`config.mk`:
```
export PLATFORM = sky130hd
export DESIGN_NAME = imem_loader
export DESIGN_NICKNAME = d
export VERILOG_FILES = /design/src/rtl/imem_loader_pkg.sv /design/src/rtl/imem_byte_packer.sv /design/src/rtl/imem_loader.sv
export SDC_FILE = /design/constraint.sdc
export NUM_CORES = 1
export LEC_CHECK = 0
export CAP_MARGIN = 20
export CORE_ASPECT_RATIO = 0.5
export CORE_MARGIN = 4
export CORE_UTILIZATION = 39
export CTS_CLUSTER_SIZE = 40
export DETAILED_ROUTE_END_ITERATION = 16
export GPL_TIMING_DRIVEN = 0
export PLACE_DENSITY = 0.72
export SYNTH_ARGS = -nofsm -noshare
export SYNTH_HDL_FRONTEND = slang
export SYNTH_SLANG_ARGS = --single-unit
```
`constraint.sdc`:
```
create_clock -name clk -period 3.8 [get_ports clk]
set_input_delay 0.76 -clock clk [delete_from_list [all_inputs] [get_ports clk]]
set_output_delay 0.76 -clock clk [all_outputs]
set_load 0.005 [all_outputs]
```
`src/rtl/imem_loader_pkg.sv`:
```
// ---------------------------------------------------------------------------
// imem_loader_pkg
// Shared definitions for the instruction-memory loader and its byte packer:
// FSM state encoding, word geometry and the little-endian byte insert helper.
// ---------------------------------------------------------------------------
package imem_loader_pkg;

  localparam int WORD_BYTES = 4;
  localparam int INSTR_W    = 32;
  localparam int BYTE_IDX_W = $clog2(WORD_BYTES);

  // CHECK is only reachable when the checksum trailer is compiled in.
  typedef enum logic [2:0] {
    IDLE    = 3'd0,
    COLLECT = 3'd1,
    WRITE   = 3'd2,
    FINISH  = 3'd3,
    CHECK   = 3'd4
  } state_e;

  // Shift a new byte in from the top: after WORD_BYTES shifts the first
  // byte received sits in bits [7:0] (little-endian packing).
  function automatic logic [INSTR_W-1:0] pack_byte(
    input logic [INSTR_W-1:0] sr,
    input logic [7:0]         b
  );
    return {b, sr[INSTR_W-1:8]};
  endfunction

endpackage

```
`src/rtl/imem_byte_packer.sv`:
```
// ---------------------------------------------------------------------------
// imem_byte_packer
// Packs a stream of accepted bytes into 32-bit little-endian words.
// Ports:
//   clk        in   rising-edge clock
//   reset      in   synchronous active-low reset
//   clear      in   synchronous clear of byte counter and shift register
//   in_valid   in   a byte is accepted this cycle
//   in_data    in   accepted byte
//   word_valid out  this cycle's byte completes a word (combinational)
//   word       out  completed word, valid together with word_valid
// ---------------------------------------------------------------------------
module imem_byte_packer
  import imem_loader_pkg::*;
(
  input  logic               clk,
  input  logic               reset,
  input  logic               clear,
  input  logic               in_valid,
  input  logic [7:0]         in_data,
  output logic               word_valid,
  output logic [INSTR_W-1:0] word
);

  localparam logic [BYTE_IDX_W-1:0] CNT_ONE  = BYTE_IDX_W'(1'b1);
  localparam logic [BYTE_IDX_W-1:0] CNT_LAST = BYTE_IDX_W'(WORD_BYTES - 1);

  logic [BYTE_IDX_W-1:0] cnt_q, cnt_d;
  logic [INSTR_W-1:0]    sr_q,  sr_d;

  // Word assembly and next-state of the byte counter / shift register.
  always_comb begin
    word       = pack_byte(sr_q, in_data);
    word_valid = in_valid && (cnt_q == CNT_LAST);
    cnt_d      = cnt_q;
    sr_d       = sr_q;
    if (clear) begin
      cnt_d = '0;
      sr_d  = '0;
    end else if (in_valid) begin
      // Counter wraps to 0 after the last byte, ready for the next word.
      cnt_d = cnt_q + CNT_ONE;
      sr_d  = word;
    end else begin
      cnt_d = cnt_q;
      sr_d  = sr_q;
    end
  end

  // Byte counter and shift register flops.
  always_ff @(posedge clk) begin
    if (!reset) begin
      cnt_q <= '0;
      sr_q  <= '0;
    end else begin
      cnt_q <= cnt_d;
      sr_q  <= sr_d;
    end
  end

endmodule

```
`src/rtl/imem_loader.sv`:
```
// ---------------------------------------------------------------------------
// imem_loader
// Loads a byte stream from a host/debug link into instruction memory as
// little-endian 32-bit words at consecutive addresses starting at BASE_ADDR,
// holding the core in reset (cpu_hold) until the load completes.
//
// Optional feature (macro IMEM_LOADER_CHECKSUM_EN): after the last data word
// four trailer bytes carry the expected 32-bit wrap-around sum of all written
// words; a mismatch sets error and keeps cpu_hold asserted.
//
// Ports:
//   clk         in   rising-edge clock
//   reset       in   synchronous active-low reset
//   load_start  in   pulse starting a load (honoured only in IDLE)
//   load_len    in   words to load, sampled with load_start
//   byte_valid  in   byte_data valid
//   byte_data   in   incoming byte
//   byte_ready  out  loader accepts a byte this cycle
//   wr_en       out  one-cycle memory write strobe per word
//   wr_addr     out  byte address of the write
//   wr_data     out  assembled word
//   cpu_hold    out  keeps the core in reset
//   busy        out  load in progress
//   done        out  one-cycle completion pulse (also for rejected loads)
//   error       out  sticky error, cleared by next load_start or reset
// All outputs are registered.
// ---------------------------------------------------------------------------
module imem_loader
  import imem_loader_pkg::*;
#(
  parameter logic [31:0] BASE_ADDR = 32'h0000_0000,
  parameter int          MAX_WORDS = 256,
  parameter int          LEN_W     = 16
) (
  input  logic               clk,
  input  logic               reset,
  input  logic               load_start,
  input  logic [LEN_W-1:0]   load_len,
  input  logic               byte_valid,
  input  logic [7:0]         byte_data,
  output logic               byte_ready,
  output logic               wr_en,
  output logic [31:0]        wr_addr,
  output logic [INSTR_W-1:0] wr_data,
  output logic               cpu_hold,
  output logic               busy,
  output logic               done,
  output logic               error
);

  localparam logic [LEN_W:0]   MAX_LEN = (LEN_W + 1)'(MAX_WORDS);
  localparam logic [LEN_W-1:0] LEN_ONE = LEN_W'(1'b1);

  state_e             state_q, state_d;
  logic [LEN_W-1:0]   len_q, len_d;
  logic [LEN_W-1:0]   word_cnt_q, word_cnt_d;
  logic [31:0]        wr_addr_q, wr_addr_d;
  logic [INSTR_W-1:0] wr_data_q, wr_data_d;
  logic               byte_ready_q, byte_ready_d;
  logic               wr_en_q, wr_en_d;
  logic               cpu_hold_q, cpu_hold_d;
  logic               busy_q, busy_d;
  logic               done_q, done_d;
  logic               error_q, error_d;
`ifdef IMEM_LOADER_CHECKSUM_EN
  logic [INSTR_W-1:0] sum_q, sum_d;
`endif

  logic               pack_clr_s;
  logic               pack_valid_s;
  logic               word_valid_s;
  logic [INSTR_W-1:0] word_s;
  logic               len_bad_s;
  logic               rej_done_s;

  // A byte moves only when the registered ready and the host valid agree.
  assign pack_valid_s = byte_valid && byte_ready_q;

  imem_byte_packer u_packer (
    .clk        (clk),
    .reset      (reset),
    .clear      (pack_clr_s),
    .in_valid   (pack_valid_s),
    .in_data    (byte_data),
    .word_valid (word_valid_s),
    .word       (word_s)
  );

  // Next-state logic for the load FSM, counters and registered outputs.
  always_comb begin
    state_d    = state_q;
    len_d      = len_q;
    word_cnt_d = word_cnt_q;
    wr_addr_d  = wr_addr_q;
    wr_data_d  = wr_data_q;
    cpu_hold_d = cpu_hold_q;
    error_d    = error_q;
    pack_clr_s = 1'b0;
    rej_done_s = 1'b0;
`ifdef IMEM_LOADER_CHECKSUM_EN
    sum_d      = sum_q;
`endif
    len_bad_s  = (load_len == {LEN_W{1'b0}}) || ({1'b0, load_len} > MAX_LEN);

    case (state_q)
      IDLE: begin
        if (load_start) begin
          if (len_bad_s) begin
            // Rejected: flag and pulse done, hold state unchanged.
            error_d    = 1'b1;
            rej_done_s = 1'b1;
          end else begin
            len_d      = load_len;
            word_cnt_d = '0;
            wr_addr_d  = BASE_ADDR;
            error_d    = 1'b0;
            cpu_hold_d = 1'b1;
            pack_clr_s = 1'b1;
`ifdef IMEM_LOADER_CHECKSUM_EN
            sum_d      = '0;
`endif
            state_d    = COLLECT;
          end
        end else begin
          state_d = IDLE;
        end
      end

      COLLECT: begin
        if (word_valid_s) begin
          wr_data_d = word_s;
          state_d   = WRITE;
        end else begin
          state_d = COLLECT;
        end
      end

      WRITE: begin
        // wr_en is high this cycle; address/count advance afterwards.
        word_cnt_d = word_cnt_q + LEN_ONE;
        wr_addr_d  = wr_addr_q + 32'd4;
`ifdef IMEM_LOADER_CHECKSUM_EN
        sum_d      = sum_q + wr_data_q;
`endif
        if (word_cnt_d == len_q) begin
`ifdef IMEM_LOADER_CHECKSUM_EN
          state_d    = CHECK;
`else
          cpu_hold_d = 1'b0;
          state_d    = FINISH;
`endif
        end else begin
          state_d = COLLECT;
        end
      end

`ifdef IMEM_LOADER_CHECKSUM_EN
      CHECK: begin
        // Trailer bytes go through the packer but are never written.
        if (word_valid_s) begin
          if (word_s != sum_q) begin
            error_d    = 1'b1;
            cpu_hold_d = 1'b1;
          end else begin
            cpu_hold_d = 1'b0;
          end
          state_d = FINISH;
        end else begin
          state_d = CHECK;
        end
      end
`endif

      FINISH: begin
        state_d = IDLE;
      end

      default: begin
        state_d = IDLE;
      end
    endcase

    // Outputs are registered, so they are decoded from the next state.
    byte_ready_d = (state_d == COLLECT) || (state_d == CHECK);
    wr_en_d      = (state_d == WRITE);
    busy_d       = (state_d == COLLECT) || (state_d == WRITE) || (state_d == CHECK);
    done_d       = rej_done_s || (state_d == FINISH);
  end

  // State, counters and output registers; cpu_hold powers up asserted.
  always_ff @(posedge clk) begin
    if (!reset) begin
      state_q      <= IDLE;
      len_q        <= '0;
      word_cnt_q   <= '0;
      wr_addr_q    <= 32'h0000_0000;
      wr_data_q    <= '0;
      byte_ready_q <= 1'b0;
      wr_en_q      <= 1'b0;
      cpu_hold_q   <= 1'b1;
      busy_q       <= 1'b0;
      done_q       <= 1'b0;
      error_q      <= 1'b0;
`ifdef IMEM_LOADER_CHECKSUM_EN
      sum_q        <= '0;
`endif
    end else begin
      state_q      <= state_d;
      len_q        <= len_d;
      word_cnt_q   <= word_cnt_d;
      wr_addr_q    <= wr_addr_d;
      wr_data_q    <= wr_data_d;
      byte_ready_q <= byte_ready_d;
      wr_en_q      <= wr_en_d;
      cpu_hold_q   <= cpu_hold_d;
      busy_q       <= busy_d;
      done_q       <= done_d;
      error_q      <= error_d;
`ifdef IMEM_LOADER_CHECKSUM_EN
      sum_q        <= sum_d;
`endif
    end
  end

  assign byte_ready = byte_ready_q;
  assign wr_en      = wr_en_q;
  assign wr_addr    = wr_addr_q;
  assign wr_data    = wr_data_q;
  assign cpu_hold   = cpu_hold_q;
  assign busy       = busy_q;
  assign done       = done_q;
  assign error      = error_q;

endmodule

```
==> metrics.cfg, run 1 <==
[outcome]
outcome = complete, no violations

[timing]
slew_headroom_pct = 45.54
rsz0062_at_grt = no
timing.final.ws_setup_ns = 0.7915
setup-tns-final_ns = 0
worst_pin_slew_ns = 0.8151
max_freq_ghz = 0.3324
finalSetupViolCount = 0
drv_slew = 0
layout_min_cycle_time_ns = 3.009
finalCritPeriodShare_pct = 79.17
hold_violations = 0
final.setup_skew_ns = 0.01202

[detailed_routing]
first_pass_iters = 5
via_per_inst = 5.065
finalWirelength_mm = 14.39
wire_per_inst_um = 14.49
drt_iter0_drc = 328
drc = 0
detail-route-antenna-nets = 0
via_count = 5030

[power_and_ir_drop]
power_mw = 3.153
pwr-share-clk_pct = 54.5
power_density_nw_per_um2 = 422.5
power.share.switching_pct = 22.39
peakVddDrop_v = 0.0003072
leakage_nw = 2.545
p_seq_share_pct = 43.0
combPwrFrac_pct = 2.5
p_switching_uw = 706.2
p_int_mw = 2.447

[cells_and_area]
final_cell_count_no_fill = 993
drive_gt1_share_pct = 10.61
num-fill-cells = 1250
syn_to_final_growth_pct = 32.29
diodes = 0
finish.net_count = 819
design_area_um2 = 7463

[setup_path]
rrSetupSlack_ns = 0.96
r2r_start = word_cnt_q[0]$_SDFFE_PN0P_
ff2ff_path_depth = 10
worstSetupPathDepth = 10
worstPathBufferInverterCount = 4
crit_chain = clkdlybuf4s50_1 -> or4_1 -> or3_1 -> and3_1 -> and2_1 -> clkbuf_1 -> nand2b_4 -> buf_6 -> buf_6 -> a21oi_1
crit_path_frequent_cell = buf_6
path_class = input pin to register
end_kind = register
cp.required_ns = 4.14
startpoint = load_len[4]
crit_path_max_fanout = 10
critPathTopFamily = simple AND/OR/NAND/NOR gates
cp-start-kind = input pin
critPathCapture = wr_addr[30]$_SDFFE_PN0P_
crit_arrival_ns = 3.35
crit_slowest_cell = or4_1
r2r_end = busy$_SDFF_PN0_
cp_slowest_stage_delay_ns = 0.58

[logic_synthesis]
yosys_warnings = 0
synth_compound_area_share_pct = 13.88
ys_seq_elements = 129
syn_area_um2 = 5642
async_reset_ff_share_pct = 0
ys.flop_type = dfxtp_1
seq_area_frac_synth_pct = 45.78
synthSimpleGateAreaFrac_pct = 25.79
synth_top_family_by_area = simple AND/OR/NAND/NOR gates
synth_edf_count = 0
synth_xor_area_share_pct = 7.141
ys_types = 55
avgSynthCellArea_um2 = 8.395
synth_cells = 672
synthAdderAreaFrac_pct = 0.6653
synthMuxAreaShare_pct = 1.774

[clocking]
cts_sinks = 129
insertion_delay_ns = 0.42
htree_levels = 4
cts_buffers = 17
postCtsSetupBuffers = 0
ctsHoldBuffers = 0
cts_resized = 0
cts.clk_slew.worst_paths_ns = 0.06
cts_root_buf = clkbuf_16
cts_tree = done
clockBufferDepth = 2

[global_routing]
grt_busiest_layer = met2
antenna_found_initial = 0
track_usage_pct = 17.53
grt_pass1_wl_mm = 23.32
use_met1_pct = 22.91
grt_pass1_vias = 4718
grt-ovfl-total = 0
grtUsageMet3_pct = 4.483
grt_max_degree = 17
use_met2_pct = 28.29

[place]
hpwl_mm = 10.42
place_area_um2 = 6840
dp_cells = 961
port_buffers = 95
finalWeightedCongestion = 0.8468
dp_slack_ns = 0.4177

[min_path]
hp-class = register to register

[floorplan]
rows = 30
core_area_um2 = 13850
chipHeight_um = 93.05
dieWidth_um = 178.1
start_util_pct = 40.73
io-pin-count = 98
die_area_um2 = 16570

[flow_run]
cap_violations = 0

flip-flops by register name (all words and copies together), names as in the netlist, 2 cells and up:
signal / flops
state_q: 3
word_cnt_q: 16
wr_addr: 30
len_q: 16
wr_data: 32
u_packer.sr_q: 24
u_packer.cnt_q: 2
Yosys cell counts (2+ instances only):
master,number,area (um^2)
nand2_1,135,506.7
dfxtp_1,129,2582
nor2_1,69,259.0
a21oi_1,59,295.3
clkbuf_1,25,93.84
xnor2_1,25,219.0
a21oi_2,23,201.4
xor2_1,21,183.9
o21ai_0,18,90.09
nand3_1,14,70.07
nor3_1,13,65.06
and2_1,12,75.07
inv_1,12,45.04
nand4_1,12,75.07
and3_1,11,68.82
mux2i_1,10,100.1
or3_1,10,62.56
buf_2,8,40.04
buf_6,6,67.56
a31oi_1,5,31.28
buf_4,4,30.03
nand3b_1,4,30.03
nor4_1,4,25.02
and4_1,3,26.28
ha_1,3,37.54
nand4b_1,3,26.28
or4_1,3,22.52
o21ai_1,2,10.01
o21bai_1,2,15.01
or4_4,2,22.52
cells by family after synthesis:
family                     Yosys count
xor gates and xnor gates            46
muxes                               10
buffers and inverters               55
AOI/OAI and AO/OA                  123
other                                1
DFF                                129
adders and majority gates            3
and+or+nand+nor                    305
worst min path at each step:
| stage | start | end | slack [ns] | cells after the start |
|---|---|---|---|---|
| after floorplan | u_packer.sr_q[8]$_SDFFE_PP0P_ | wr_data[0]$_SDFFE_PN0P_ | 0.43 | 2 |
| after global placement | u_packer.sr_q[8]$_SDFFE_PP0P_ | wr_data[0]$_SDFFE_PN0P_ | 0.44 | 2 |
| after detailed placement | u_packer.sr_q[8]$_SDFFE_PP0P_ | wr_data[0]$_SDFFE_PN0P_ | 0.45 | 2 |
| after CTS | u_packer.sr_q[8]$_SDFFE_PP0P_ | wr_data[0]$_SDFFE_PN0P_ | 0.45 | 2 |
| after global routing | wr_data[4]$_SDFFE_PN0P_ | wr_data[4]$_SDFFE_PN0P_ | 0.47 | 2 |
| final | wr_data[4]$_SDFFE_PN0P_ | wr_data[4]$_SDFFE_PN0P_ | 0.45 | 2 |
cell type report:
| type | instances | area [um^2] | area share, % |
|---|---|---|---|
| Tap cell | 192 | 240.2 | 3.219 |
| Multi-Input combinational cell | 490 | 2790 | 37.38 |
| Buffer | 43 | 231.5 | 3.101 |
| Inverter | 12 | 45.04 | 0.6035 |
| Timing Repair Buffer | 95 | 950.9 | 12.74 |
| Clock inverter | 15 | 197.7 | 2.649 |
| Sequential cell | 129 | 2582 | 34.60 |
| Clock buffer | 17 | 425.4 | 5.700 |
layout by cell type, fill, tap and decap left out, drive strengths merged, types with 4 or more instances in the layout:
| cell | n |
|---|---|
| mux2i | 10 |
| nor4 | 5 |
| inv | 19 |
| xor2 | 21 |
| a21oi | 82 |
| dfxtp | 129 |
| o21ai | 20 |
| nor2 | 70 |
| and3 | 11 |
| or4 | 5 |
| buf | 18 |
| nor3 | 14 |
| nand4 | 13 |
| nand3 | 15 |
| xnor2 | 25 |
| nand3b | 4 |
| clkdlybuf4s50 | 95 |
| clkbuf | 42 |
| and2 | 12 |
| or3 | 10 |
| nand2 | 135 |
| a31oi | 5 |
power groups by stage:
stage / Clock (mW) / Combinational (mW) / Sequential (mW)
floorplan: 0 / 0.0326 / 1.39
global placement: 0 / 0.0796 / 1.39
detailed placement: 0 / 0.0801 / 1.39
CTS: 1.74 / 0.0808 / 1.36
global route: 1.79 / 0.0864 / 1.36
finish: 1.72 / 0.0802 / 1.36
routing by layer:
metal,routed length [um],vias to the layer above
li1,-,2499
met5,0,-
met2,6620,134
met4,244,0
met3,777,20
met1,6743,2377
tightest hold or removal path, delay by kind of cell (launching register included):
family	cells	cell delay, ns
flops	1	0.31
simple gates	1	0.05
compound gates	1	0.05
per-stage QoR:
| step | hold WS (ns) | utilization [%] |
|---|---|---|
| 6_report | 0.4518 | 53.88 |
| 5_1_grt | 0.4708 | 53.88 |
| 4_1_cts | 0.4519 | 53.88 |
| 3_5_place_dp | 0.4461 | 49.39 |
| 3_3_place_gp | 0.4378 | 49.39 |
| 2_1_floorplan | 0.4321 | - |
Power figures use the tool's default switching activity.
==> run 2: changes to the inputs <==
--- a/config.mk
+++ b/config.mk
@@ -12,7 +12,7 @@
 export CTS_CLUSTER_SIZE = 40
 export DETAILED_ROUTE_END_ITERATION = 16
 export GPL_TIMING_DRIVEN = 0
-export PLACE_DENSITY = 0.72
+export PLACE_DENSITY = 0.74
 export SYNTH_ARGS = -nofsm -noshare
 export SYNTH_HDL_FRONTEND = slang
 export SYNTH_SLANG_ARGS = --single-unit
==> constraint.sdc (replaced) <==
create_clock -name clk -period 2.5 [get_ports clk]
set_input_delay 0.5 -clock clk [delete_from_list [all_inputs] [get_ports clk]]
set_output_delay 0.5 -clock clk [all_outputs]
set_load 0.005 [all_outputs]
==> metrics.cfg, run 2 (synthesis results as in run 1) <==
[cells_and_area]
drive_gt1_share_pct = 16.79  ; +6.2 points
finish.net_count = 834  ; +1.8%
layout_commonest_cell = nand2_1
diodes = 0  ; unchanged
final_cell_mix = 135 x nand2_1, 126 x dfxtp_1, 84 x clkdlybuf4s50_1
syn_to_final_growth_pct = 39.72
largest_reg_flops = 32  ; unchanged
final_util_pct = 56.91  ; +3.0 points
final_cell_count_no_fill = 1008  ; +1.5%

[min_path]
hp-class = input pin to register

[setup_path]
path_class = input pin to register
end_kind = register
cp.required_ns = 2.81  ; -1.33 ns
crit_arrival_ns = 2.75  ; -0.60 ns
crit_path_max_fanout = 6  ; -4
cp-start-kind = input pin

[timing]
setup-tns-final_ns = 0  ; unchanged
drv_slew = 0  ; unchanged
final.setup_skew_ns = 0.008553  ; -0.003471 ns
hold_violations = 0  ; unchanged
max_freq_ghz = 0.4084
worst_pin_slew_ns = 0.5609  ; -0.2542 ns
finalCritPeriodShare_pct = 97.93
slew_headroom_pct = 62.51  ; +17 points
finalSetupViolCount = 0  ; unchanged
whs_ns = 0.3879  ; -0.06390 ns
layout_min_cycle_time_ns = 2.448

[floorplan]
core_area_um2 = 13850  ; unchanged
rows = 30  ; unchanged
die_area_um2 = 16570  ; unchanged
chipHeight_um = 93.05  ; unchanged
dieWidth_um = 178.1  ; unchanged
start_util_pct = 40.73  ; unchanged
io-pin-count = 98  ; unchanged

[power_and_ir_drop]
peakVddDrop_v = 0.0005639  ; +84%
power_mw = 4.715  ; +50%
power_density_nw_per_um2 = 598.2  ; +42%
leakage_nw = 2.834  ; +11%

[place]
finalWeightedCongestion = 0.8808  ; +4.0%
hpwl_mm = 10.29  ; -1.2%
dp_cells = 961  ; unchanged
port_buffers = 95  ; unchanged

[clocking]
cts_buffers = 17  ; unchanged
htree_levels = 4  ; unchanged
ctsHoldBuffers = 0  ; unchanged
cts_root_buf = clkbuf_16
insertion_delay_ns = 0.41  ; about the same
cts_sinks = 129  ; unchanged
cts_tree = done
cts.clk_slew.worst_paths_ns = 0.06  ; about the same
clockBufferDepth = 2  ; unchanged

[detailed_routing]
drt_iter0_drc = 455  ; +39%
wire_per_inst_um = 14.86  ; +2.6%
finalWirelength_mm = 14.98  ; +4.1%
first_pass_iters = 5  ; unchanged
via_per_inst = 5.088  ; +0.45%
detail-route-antenna-nets = 0  ; unchanged
drc = 0  ; unchanged
via_count = 5129  ; +2.0%

[outcome]
outcome = complete, no violations

[global_routing]
grt_max_degree = 17  ; unchanged
antenna_found_initial = 0  ; unchanged
track_usage_pct = 17.50  ; -0.030 points
grt_pass1_vias = 4702  ; -0.34%
grt_pass1_wl_mm = 23.62  ; +1.3%
grt-ovfl-total = 0  ; unchanged

[flow_run]
cap_violations = 0  ; unchanged

run 2: final cells by class:
cell class / instances / area, um^2
inverter: 12 / 45.04
multi-input combinational: 490 / 3004
timing repair buffer: 115 / 1160
clock inverter: 14 / 166.4
buffer: 38 / 239.0
fill: 1176 / 5968
clock buffer: 18 / 439.2
tap: 192 / 240.2
sequential: 129 / 2589
run 2: routing by layer:
layer / global-route usage [%] / up-vias / wire length, um
met5: 0 / - / 0
met4: 5.402 / 0 / 216
met3: 4.281 / 20 / 932
met2: 26.81 / 155 / 6899
met1: 24.41 / 2412 / 6928
li1: - / 2542 / -
run 2: final timing paths:
kind | startpoint | to | slack, ns | depth (start not counted)
worst min register to register | u_packer.sr_q[8]$_SDFFE_PP0P_ | wr_data[0]$_SDFFE_PN0P_ | 0.45 | 2
worst min-delay path | load_len[4] | len_q[4]$_SDFFE_PN0P_ | 0.39 | 3
worst max-delay path | load_len[14] | wr_addr[11]$_SDFFE_PN0P_ | 0.05 | 10
worst max register to register | word_cnt_q[8]$_SDFFE_PN0P_ | busy$_SDFF_PN0_ | 0.06 | 9
run 2: worst max-delay path, cell delays in order:
cell           delay (ns)
dlygate4sd2_1        0.23
or4_4                0.54
nor4_4               0.21
buf_4                0.18
a41oi_4              0.20
buf_6                0.20
nor3_4               0.27
and3_4               0.25
xnor2_2              0.11
nor2_1               0.06
run 2: power breakdown:
group	internal [mW]	switching, mW	total, mW
logic	0.0570	0.0642	0.121
registers	2.06	0.00315	2.06
clock network	1.53	1.01	2.53
total	3.64	1.07	4.72
run 2: through the flow:
step / instance area, um^2 / worst slack, ns
floorplan: 5649 / 0.09537
global placement: 6840 / -0.5810
detailed placement: 6840 / -0.6980
CTS: 7634 / -0.006335
global route: 7883 / -0.06494
finish: 7883 / 0.05171
run 2: timing repair:
item	in CTS	in global routing
pin swaps	12	16
buffers inserted	9	9
gates cloned	0	2
setup endpoints to repair	86	96
resized for setup	35	36
